===== config.mk =====
export PLATFORM = sky130hd
export DESIGN_NAME = mem_stage_flat
export DESIGN_NICKNAME = d
export VERILOG_FILES = /design/src/rtl/arm_pkg.sv /design/src/rtl/mem_stage_if.sv /design/src/rtl/mem_stage_sram_ctrl.sv /design/src/rtl/mem_stage.sv /design/src/flat_wrapper.sv
export SDC_FILE = /design/constraint.sdc
export NUM_CORES = 1
export LEC_CHECK = 0
export CELL_PAD_IN_SITES_DETAIL_PLACEMENT = 2
export CELL_PAD_IN_SITES_GLOBAL_PLACEMENT = 2
export CORE_UTILIZATION = 30
export CTS_BUF_LIST = sky130_fd_sc_hd__clkbuf_4
export CTS_CLUSTER_SIZE = 14
export DETAILED_ROUTE_END_ITERATION = 12
export GPL_TIMING_DRIVEN = 0
export PLACE_DENSITY = 0.92
export SYNTH_ARGS = -nofsm -noshare
export SYNTH_HDL_FRONTEND = slang
export SYNTH_SLANG_ARGS = --single-unit
export TNS_END_PERCENT = 100

===== constraint.sdc =====
create_clock -name clk -period 5.47 [get_ports clk]
set_clock_uncertainty 0.15 [all_clocks]
set_input_delay 0.8205 -clock clk [delete_from_list [all_inputs] [get_ports clk]]
set_output_delay 0.8205 -clock clk [all_outputs]
set_load 0.1 [all_outputs]

===== src/rtl/arm_pkg.sv =====
// Shared types and constants for the MEM stage and its SRAM controller.
package arm_pkg;

    typedef enum logic [1:0] {
        IDLE = 2'd0,
        LO   = 2'd1,
        HI   = 2'd2,
        DONE = 2'd3
    } mem_state_e;

    localparam int MEM_BASE_DEF = 1024;
    localparam int SRAM_ADDR_W  = 18;

    // 32-bit word index inside the SRAM window; the two byte-offset bits are dropped.
    function automatic logic [SRAM_ADDR_W-2:0] word_index(input logic [31:0] byte_addr,
                                                           input logic [31:0] base);
        logic [31:0] off;
        off = byte_addr - base;
        return off[SRAM_ADDR_W:2];
    endfunction

endpackage


===== src/rtl/mem_stage_if.sv =====
// 16-bit external SRAM pin bundle; master drives the pins, slave is the memory.
interface mem_stage_if;
    import arm_pkg::*;

    logic [SRAM_ADDR_W-1:0] sram_addr;
    logic [15:0]            sram_dq_out;
    logic [15:0]            sram_dq_in;
    logic                   sram_we_n;

    modport master (
        output sram_addr,
        output sram_dq_out,
        output sram_we_n,
        input  sram_dq_in
    );

    modport slave (
        input  sram_addr,
        input  sram_dq_out,
        input  sram_we_n,
        output sram_dq_in
    );

endinterface


===== src/rtl/mem_stage_sram_ctrl.sv =====
// SRAM access sequencer: splits one 32-bit load/store into two 16-bit halves,
// each held for WAIT cycles on the external pins.
module sram_ctrl
    import arm_pkg::*;
#(
    parameter int WAIT     = 2,
    parameter int MEM_BASE = MEM_BASE_DEF
) (
    input  logic        clk,
    input  logic        rst,
    input  logic        mem_r_en,
    input  logic        mem_w_en,
    input  logic [31:0] alu_result,
    input  logic [31:0] val_rm,
    output logic        ready,
    output logic        rd_vld,
    output logic [31:0] rd_data,
    mem_stage_if.master sram
);

    localparam logic [3:0] CNT_LAST = 4'(WAIT - 1);

    mem_state_e             state, state_nxt;
    logic [3:0]             cnt, cnt_nxt;
    logic [SRAM_ADDR_W-2:0] addr_lat;
    logic [31:0]            data_lat;
    logic                   store_lat;
    logic [15:0]            lo_q, hi_q;
    logic                   req;
    logic                   last;

    assign req  = mem_r_en | mem_w_en;
    assign last = (cnt == CNT_LAST);

    always_ff @(posedge clk) begin
        if (!rst) begin
            state     <= IDLE;
            cnt       <= 4'd0;
            addr_lat  <= '0;
            data_lat  <= 32'd0;
            store_lat <= 1'b0;
            lo_q      <= 16'd0;
            hi_q      <= 16'd0;
        end else begin
            state <= state_nxt;
            cnt   <= cnt_nxt;
            if (state == IDLE && req) begin
                addr_lat  <= word_index(alu_result, 32'(MEM_BASE));
                data_lat  <= val_rm;
                store_lat <= mem_w_en;
            end
            // Read data is taken at the end of each half's wait window.
            if (state == LO && last && !store_lat) lo_q <= sram.sram_dq_in;
            if (state == HI && last && !store_lat) hi_q <= sram.sram_dq_in;
        end
    end

    always_comb begin
        state_nxt = state;
        cnt_nxt   = cnt;
        ready     = 1'b0;
        case (state)
            IDLE: begin
                ready = !req;
                if (req) begin
                    state_nxt = LO;
                    cnt_nxt   = 4'd0;
                end
            end
            LO: begin
                if (last) begin
                    state_nxt = HI;
                    cnt_nxt   = 4'd0;
                end else begin
                    cnt_nxt = cnt + 4'd1;
                end
            end
            HI: begin
                if (last) begin
                    state_nxt = DONE;
                    cnt_nxt   = 4'd0;
                end else begin
                    cnt_nxt = cnt + 4'd1;
                end
            end
            DONE: begin
                ready     = 1'b1;
                state_nxt = IDLE;
            end
            default: state_nxt = IDLE;
        endcase
    end

    always_comb begin
        sram.sram_addr   = {addr_lat, (state == HI)};
        sram.sram_we_n   = 1'b1;
        sram.sram_dq_out = 16'd0;
        if (store_lat && state == LO) begin
            sram.sram_we_n   = 1'b0;
            sram.sram_dq_out = data_lat[15:0];
        end else if (store_lat && state == HI) begin
            sram.sram_we_n   = 1'b0;
            sram.sram_dq_out = data_lat[31:16];
        end
    end

    assign rd_vld  = (state == DONE) && !store_lat;
    assign rd_data = {hi_q, lo_q};

endmodule


===== src/rtl/mem_stage.sv =====
// MEM pipeline stage: SRAM access through sram_ctrl plus the MEM/WB register,
// which inserts bubbles while an access is in flight.
module mem_stage
    import arm_pkg::*;
#(
    parameter int WAIT     = 2,
    parameter int MEM_BASE = MEM_BASE_DEF
) (
    input  logic        clk,
    input  logic        rst,
    input  logic        wb_en_in,
    input  logic        mem_r_en,
    input  logic        mem_w_en,
    input  logic [31:0] alu_result,
    input  logic [31:0] val_rm,
    input  logic [3:0]  dest_in,
    output logic        ready,
    output logic [31:0] Result_WB,
    output logic [3:0]  Dest_wb,
    output logic        writeBackEn,
    mem_stage_if.master sram
);

    logic        rd_vld;
    logic [31:0] rd_data;
    logic [31:0] result_p1;
    logic [3:0]  dest_p1;
    logic        vld_p1;

    sram_ctrl #(
        .WAIT     (WAIT),
        .MEM_BASE (MEM_BASE)
    ) u_ctrl (
        .clk        (clk),
        .rst        (rst),
        .mem_r_en   (mem_r_en),
        .mem_w_en   (mem_w_en),
        .alu_result (alu_result),
        .val_rm     (val_rm),
        .ready      (ready),
        .rd_vld     (rd_vld),
        .rd_data    (rd_data),
        .sram       (sram)
    );

    // MEM/WB boundary: capture on ready, otherwise hold data and emit a bubble.
    always_ff @(posedge clk) begin
        if (!rst) begin
            result_p1 <= 32'd0;
            dest_p1   <= 4'd0;
            vld_p1    <= 1'b0;
        end else if (ready) begin
            result_p1 <= rd_vld ? rd_data : alu_result;
            dest_p1   <= dest_in;
            vld_p1    <= wb_en_in;
        end else begin
            vld_p1 <= 1'b0;
        end
    end

    assign Result_WB   = result_p1;
    assign Dest_wb     = dest_p1;
    assign writeBackEn = vld_p1;

endmodule


===== src/flat_wrapper.sv =====
// flat-port wrapper written by rule: the top's interface ports become plain ports
module mem_stage_flat import arm_pkg::*;
#(
    parameter int WAIT     = 2,
    parameter int MEM_BASE = MEM_BASE_DEF
)
  (clk, rst, wb_en_in, mem_r_en, mem_w_en, alu_result, val_rm, dest_in, ready, Result_WB, Dest_wb, writeBackEn, sram_sram_addr, sram_sram_dq_out, sram_sram_we_n, sram_sram_dq_in);
  mem_stage_if sram_i ();
  input  logic clk;
  input  logic rst;
  input  logic wb_en_in;
  input  logic mem_r_en;
  input  logic mem_w_en;
  input  logic [31:0] alu_result;
  input  logic [31:0] val_rm;
  input  logic [3:0] dest_in;
  output logic ready;
  output logic [31:0] Result_WB;
  output logic [3:0] Dest_wb;
  output logic writeBackEn;
  output wire logic [$bits(sram_i.sram_addr)-1:0] sram_sram_addr;
  output wire logic [$bits(sram_i.sram_dq_out)-1:0] sram_sram_dq_out;
  output wire logic [$bits(sram_i.sram_we_n)-1:0] sram_sram_we_n;
  input wire logic [$bits(sram_i.sram_dq_in)-1:0] sram_sram_dq_in;
  assign sram_sram_addr = sram_i.sram_addr;
  assign sram_sram_dq_out = sram_i.sram_dq_out;
  assign sram_sram_we_n = sram_i.sram_we_n;
  assign sram_i.sram_dq_in = sram_sram_dq_in;
  mem_stage #(.WAIT(WAIT), .MEM_BASE(MEM_BASE)) u_core (.clk(clk), .rst(rst), .wb_en_in(wb_en_in), .mem_r_en(mem_r_en), .mem_w_en(mem_w_en), .alu_result(alu_result), .val_rm(val_rm), .dest_in(dest_in), .ready(ready), .Result_WB(Result_WB), .Dest_wb(Dest_wb), .writeBackEn(writeBackEn), .sram(sram_i));
endmodule

=== Yosys cells after proc, flatten, opt, wreduce, memory -nomap -nowiden ===
Cells that the tools add are included.

* $add $sub $neg: 2
* Equality and inequality tests: 7
* Mux-type cells: 13
* Bitwise logic cells: 1
* Reduce and logical (&&, ||, !) cells: 16

{| class="wikitable"
|+ Operators with widths
! cell !! number
|-
| $mux 16 || 2
|-
| $mux 32 || 1
|-
| $sub 19x11->19 const B || 1
|-
| $logic_and 1x1->1 || 8
|-
| $mux 4 || 2
|-
| $pmux 2 s4 || 1
|-
| $pmux 4 s2 || 1
|-
| $mux 2 || 3
|-
| $add 4x1->4 const B || 1
|-
| $eq 2x2->1 const B || 2
|-
| $eq 4x1->1 const B || 1
|-
| $ne 2x2->1 const B || 2
|-
| $reduce_and 2->1 || 2
|-
| $reduce_and 3->1 || 1
|-
| $eq 2x1->1 const B || 1
|-
| $logic_not 1->1 || 2
|-
| $logic_not 2->1 || 1
|-
| $mux 1 || 2
|-
| $ne 2x1->1 const B || 1
|-
| $pmux 1 s2 || 1
|-
| $reduce_bool 2->1 || 1
|-
| $reduce_or 2->1 || 1
|-
| $or 1x1->1 || 1
|}

* Flip-flop bits (word level): 125
* Input bits: 89
* Output and inout port bits: 73
* Word-level logic and storage cells: 49

=== Longest topological paths before layout ===
* Depth in word-level cells: 4
* Depth in mapped cells: 8
* Mapped depth without buffers: 6

=== By module ===
From an unflattened synthesis, not the netlist that was laid out.

* Cell total of the unflattened synthesis: 579
* Area total of the unflattened synthesis: 5346.4 um^2

{| class="wikitable"
|+ Modules (own cells, without submodules)
! module !! times used !! cells each !! area each (um^2) !! seq. area each (um^2)
|-
| sram_ctrl || 1 || 422 || 3754.9 || 1761.7
|-
| mem_stage || 1 || 157 || 1591.5 || 740.7
|}

=== Worst setup path after synthesis ===
Ideal clock, no wire load.

* Path type: register to output
* From: register u_core.u_ctrl.state[0]
* To: output port sram_sram_we_n
* Arrival time: 3.297 ns
* Required time: 4.499 ns
* Path slack: 1.203 ns
* Stages on the path, launching flop included: 4
* Buffers on the path: 0
* Cells stage by stage: dfxtp_1 inv_1 ha_1 o21ai_0

* Longest elaborated chain between the ends: 4
* Elaborated cells on any way between the ends: 6
* Those cells by class: eq/ne: 2; mux: 2; reduce/logical: 2

{| class="wikitable"
|+ Ends and longest elaborated chain
! what !! RTL line !! source
|-
| start, declared || mem_stage_sram_ctrl.sv:23 || <nowiki>mem_state_e state, state_nxt;</nowiki>
|-
| start signal, assigned || mem_stage_sram_ctrl.sv:45 || <nowiki>state <= state_nxt;</nowiki>
|-
| $eq 2x2->1 || n/a ||
|-
| via sram_sram_addr[0] || flat_wrapper.sv:21 || <nowiki>output wire logic [$bits(sram_i.sram_addr)-1:0] sram_sram_addr;</nowiki>
|-
| $logic_and 1x1->1 || mem_stage_sram_ctrl.sv:101 || <nowiki>end else if (store_lat && state == HI) begin</nowiki>
|-
| $mux 1 || mem_stage_sram_ctrl.sv:101 ||
|-
| $mux 1 || mem_stage_sram_ctrl.sv:98 || <nowiki>if (store_lat && state == LO) begin</nowiki>
|-
| end, declared || flat_wrapper.sv:23 || <nowiki>output wire logic [$bits(sram_i.sram_we_n)-1:0] sram_sram_we_n;</nowiki>
|}

The timed path passes the listed nets, and every way through them passes these cells.

=== Final worst setup path ===
* From: register u_core.u_ctrl.state[0]
* To: output port sram_sram_dq_out[7]

* Longest elaborated chain between the ends: 4
* Elaborated cells on any way between the ends: 6
* Those cells by class: eq/ne: 2; mux: 2; reduce/logical: 2

{| class="wikitable"
|+ Ends and longest elaborated chain
! what !! RTL line !! source
|-
| $eq 2x2->1 || mem_stage_sram_ctrl.sv:101 ||
|-
| $logic_and 1x1->1 || mem_stage_sram_ctrl.sv:101 ||
|-
| $mux 16 || mem_stage_sram_ctrl.sv:101 ||
|-
| $mux 16 * || mem_stage_sram_ctrl.sv:98 ||
|-
| end, declared || flat_wrapper.sv:22 || <nowiki>output wire logic [$bits(sram_i.sram_dq_out)-1:0] sram_sram_dq_out;</nowiki>
|}

Mark *: on every way between the ends. The rest lies on a longest branch, timed or not.

==> qor.yml <==
floorplanning:
  coreArea_um2: 17400
  ioPinCount: 162
  die_h_um: 136
  die_area_um2: 18500
  rows: 48
  die_w_um: 136
  initial_utilization_pct: 30.9
synthesis:
  syn-num-nets: 699
  synth.most_common_cell: "nand2_1"
  synth.avg_cell_area_um2: 8.94
  synth_flop_cell: "dfxtp_1"
  ys_async_sr_fraction_pct: 0
  netlist_area_um2: 5380
  synthCells: 602
  synthTopCellsByCount: "158 x nand2_1, 125 x dfxtp_1, 43 x o21ai_0, 42 x a21boi_0, 39 x nand3_1"
  synth_top_cell_by_area: "dfxtp_1"
  synth_top_cell_area_share_pct: 46.5
  synth_cell_type_count: 39
  seq_area_frac_synth_pct: 46.5
  yosysWarnings: 0
  ys_seq_elements: 125
  synth-edff-count: 0
  synth_area_leaders: "dfxtp_1 47%, nand2_1 11%, o211a_1 6.5%, mux2i_1 6.0%, a21boi_0 5.9%"
detailed_routing:
  vias_per_cell: 5.08
  firstDrtPassIters: 4
  routedWlPerCell_um: 20.5
  routed_wl_um: 20900
  first_iter_violations: 178
  vias: 5181
  drc: 0
  ant_nets: 0
sta:
  finalCritPeriodShare_pct: 83.3
  rsz0062_at_grt: "false"
  max_slew_margin_pct: 29.6
  whs_ps: 323
  tns_ps: 0
  drv_slew: 0
  hold_viol: 0
  worst-slew-pin-transition_ps: 1050
  clock.fmax_mhz: 219
  fin_crit_ps: 4560
  setup_viol: 0
clock_tree:
  insertion_delay_ps: 570
  htree_levels: 4
  numCtsBuffers: 17
  hold_buffers: 0
  clock_sinks: 125
  root_buffer: "clkbuf_4"
  ctsLongestPathBuffers: 2
  cts_resized: 0
  post-cts-setup-buffers: 0
  cts_tree: "yes"
  clk_pin_slew_ps: 120
global_route:
  grt_util_all_layers_pct: 23.6
  antenna_found_initial: 0
  gr-total-overflow: 0
  grt_max_degree: 17
  grt_first_pass_wirelength_um: 32400
  grt_pass1_vias: 5934
pwr:
  ir_drop_v: 0.000289
  pwr_density_cell_nw_per_um2: 541
  power_leakage_nw: 3.32
  switching_share_pct: 50.8
  comb_power_share_pct: 52.9
  clkPwrFrac_pct: 16.7
  p_switching_mw: 2.08
  total_power_mw: 4.09
  internal_power_mw: 2.01
  seqPwrFrac_pct: 30.4
critical_path:
  cp_max_fo: 10
  critPathCaptureType: "output port"
  critPathKind: "register to output port"
  crit_arrival_ps: 3590
  cp.required_ps: 4500
  crit_path_start_kind: "register"
finish:
  syn_to_final_growth_pct: 40.4
  nNetsFinal: 878
  drive_above_1_share_pct: 7.56
  n_antenna_cell: 0
outcome:
  status: "finished clean"
place:
  gp_congestion: 0.886
  io_buffer_count: 160
  hpwlAfterDp_um: 16200
flow_run:
  drv_cap: 0
min_path:
  hp-class: "register to register"
[sequential cells by signal, indices dropped and copies added (netlist names)]
name / flops
u_core.u_ctrl.addr_lat: 17
u_core.u_ctrl.hi_q: 16
u_core.u_ctrl.data_lat: 32
u_core.u_ctrl.store_lat: 1
u_core.u_ctrl.cnt: 4
u_core.Dest_wb: 4
u_core.u_ctrl.state: 2
u_core.writeBackEn: 1
u_core.Result_WB: 32
u_core.u_ctrl.lo_q: 16
[worst paths after layout]
path                                        startpoint                endpoint  slack [ps]  cells after the start
worst max-delay path            u_core.u_ctrl.state[0]     sram_sram_dq_out[7]         910                      7
worst min register to register  u_core.u_ctrl.lo_q[13]  u_core.u_ctrl.lo_q[13]         320                      2
worst max register to register  u_core.u_ctrl.state[0]    u_core.Result_WB[21]        3260                      8
worst min-delay path            u_core.u_ctrl.lo_q[13]  u_core.u_ctrl.lo_q[13]         320                      2
[metrics by stage]
stage / area (µm²) / cells / worst slack, ps / utilization [%]
final: 7550 / 1019 / 912 / 43.4
after detailed placement: 7260 / 987 / 1030 / 41.7
after global routing: 7550 / 1019 / 706 / 43.4
after CTS: 7550 / 1019 / 893 / 43.4
after floorplan: 5380 / 602 / 1200 / -
after global placement: 7260 / 987 / 1080 / 41.7
[cell type report]
type | count | area (µm²)
Clock buffer | 19 | 143
Timing Repair Buffer | 160 | 1600
Tap cell | 225 | 282
Fill cell | 1923 | 9860
Multi-Input combinational cell | 422 | 2600
Buffer | 49 | 256
Clock inverter | 13 | 148
Sequential cell | 125 | 2500
Inverter | 6 | 22.5
[worst max-delay path, stage by stage (launching register included)]
cell and delay, ps:
dfxtp_1 350, inv_1 130, ha_1 310, nand2_1 90
nor2_1 470, buf_2 350, a22o_1 200, clkdlybuf4s50_1 1140
[power groups by stage]
stage          Clock [mW]  Sequential, mW  Combinational (mW)
6_report            0.683            1.24                2.16
5_1_grt             0.740            1.26                2.27
4_1_cts             0.705            1.25                2.18
3_5_place_dp            0            1.26                2.16
3_3_place_gp            0            1.25                2.08
2_1_floorplan           0            2.08               0.725
[per-layer routing]
layer,global-route usage [%],part of all wire (%),vias to the layer above
met3,5.48,5.0,41
met5,0,0,-
met4,9.44,2.7,0
li1,-,-,2434
met1,26.5,41,2534
met2,42.5,51,172
[placed cells by master, fill, tap and decap left out, types with 4 or more instances in the layout]
| master | Yosys | layout |
|---|---|---|
| inv_1 | 6 | 6 |
| clkdlybuf4s50_1 | 0 | 160 |
| clkbuf_4 | 0 | 19 |
| a21oi_1 | 5 | 5 |
| ha_1 | 8 | 8 |
| mux2i_1 | 32 | 32 |
| dfxtp_1 | 125 | 125 |
| o21ai_0 | 43 | 43 |
| buf_4 | 10 | 10 |
| a22o_1 | 16 | 16 |
| a21boi_0 | 42 | 42 |
| clkbuf_1 | 25 | 25 |
| o211a_1 | 35 | 35 |
| nand2_1 | 158 | 158 |
| xnor2_1 | 4 | 4 |
| o21ai_1 | 5 | 5 |
| buf_2 | 8 | 8 |
| nor2_1 | 7 | 7 |
| nand3_1 | 39 | 39 |
[cell families (layout without fill, tap and decap cells)]
family                     Yosys count  after routing  share of synthesized area (%)
xor gates and xnor gates             6              6                          0.977
buffers and inverters               55            247                           5.19
adders and majority gates            8              8                           1.86
DFF                                125            125                           46.5
muxes                               32             32                           5.95
AOI/OAI and AO/OA                  155            155                           21.3
and+or+nand+nor                    221            221                           18.2
Note: power is estimated with default switching activity, not from simulation.
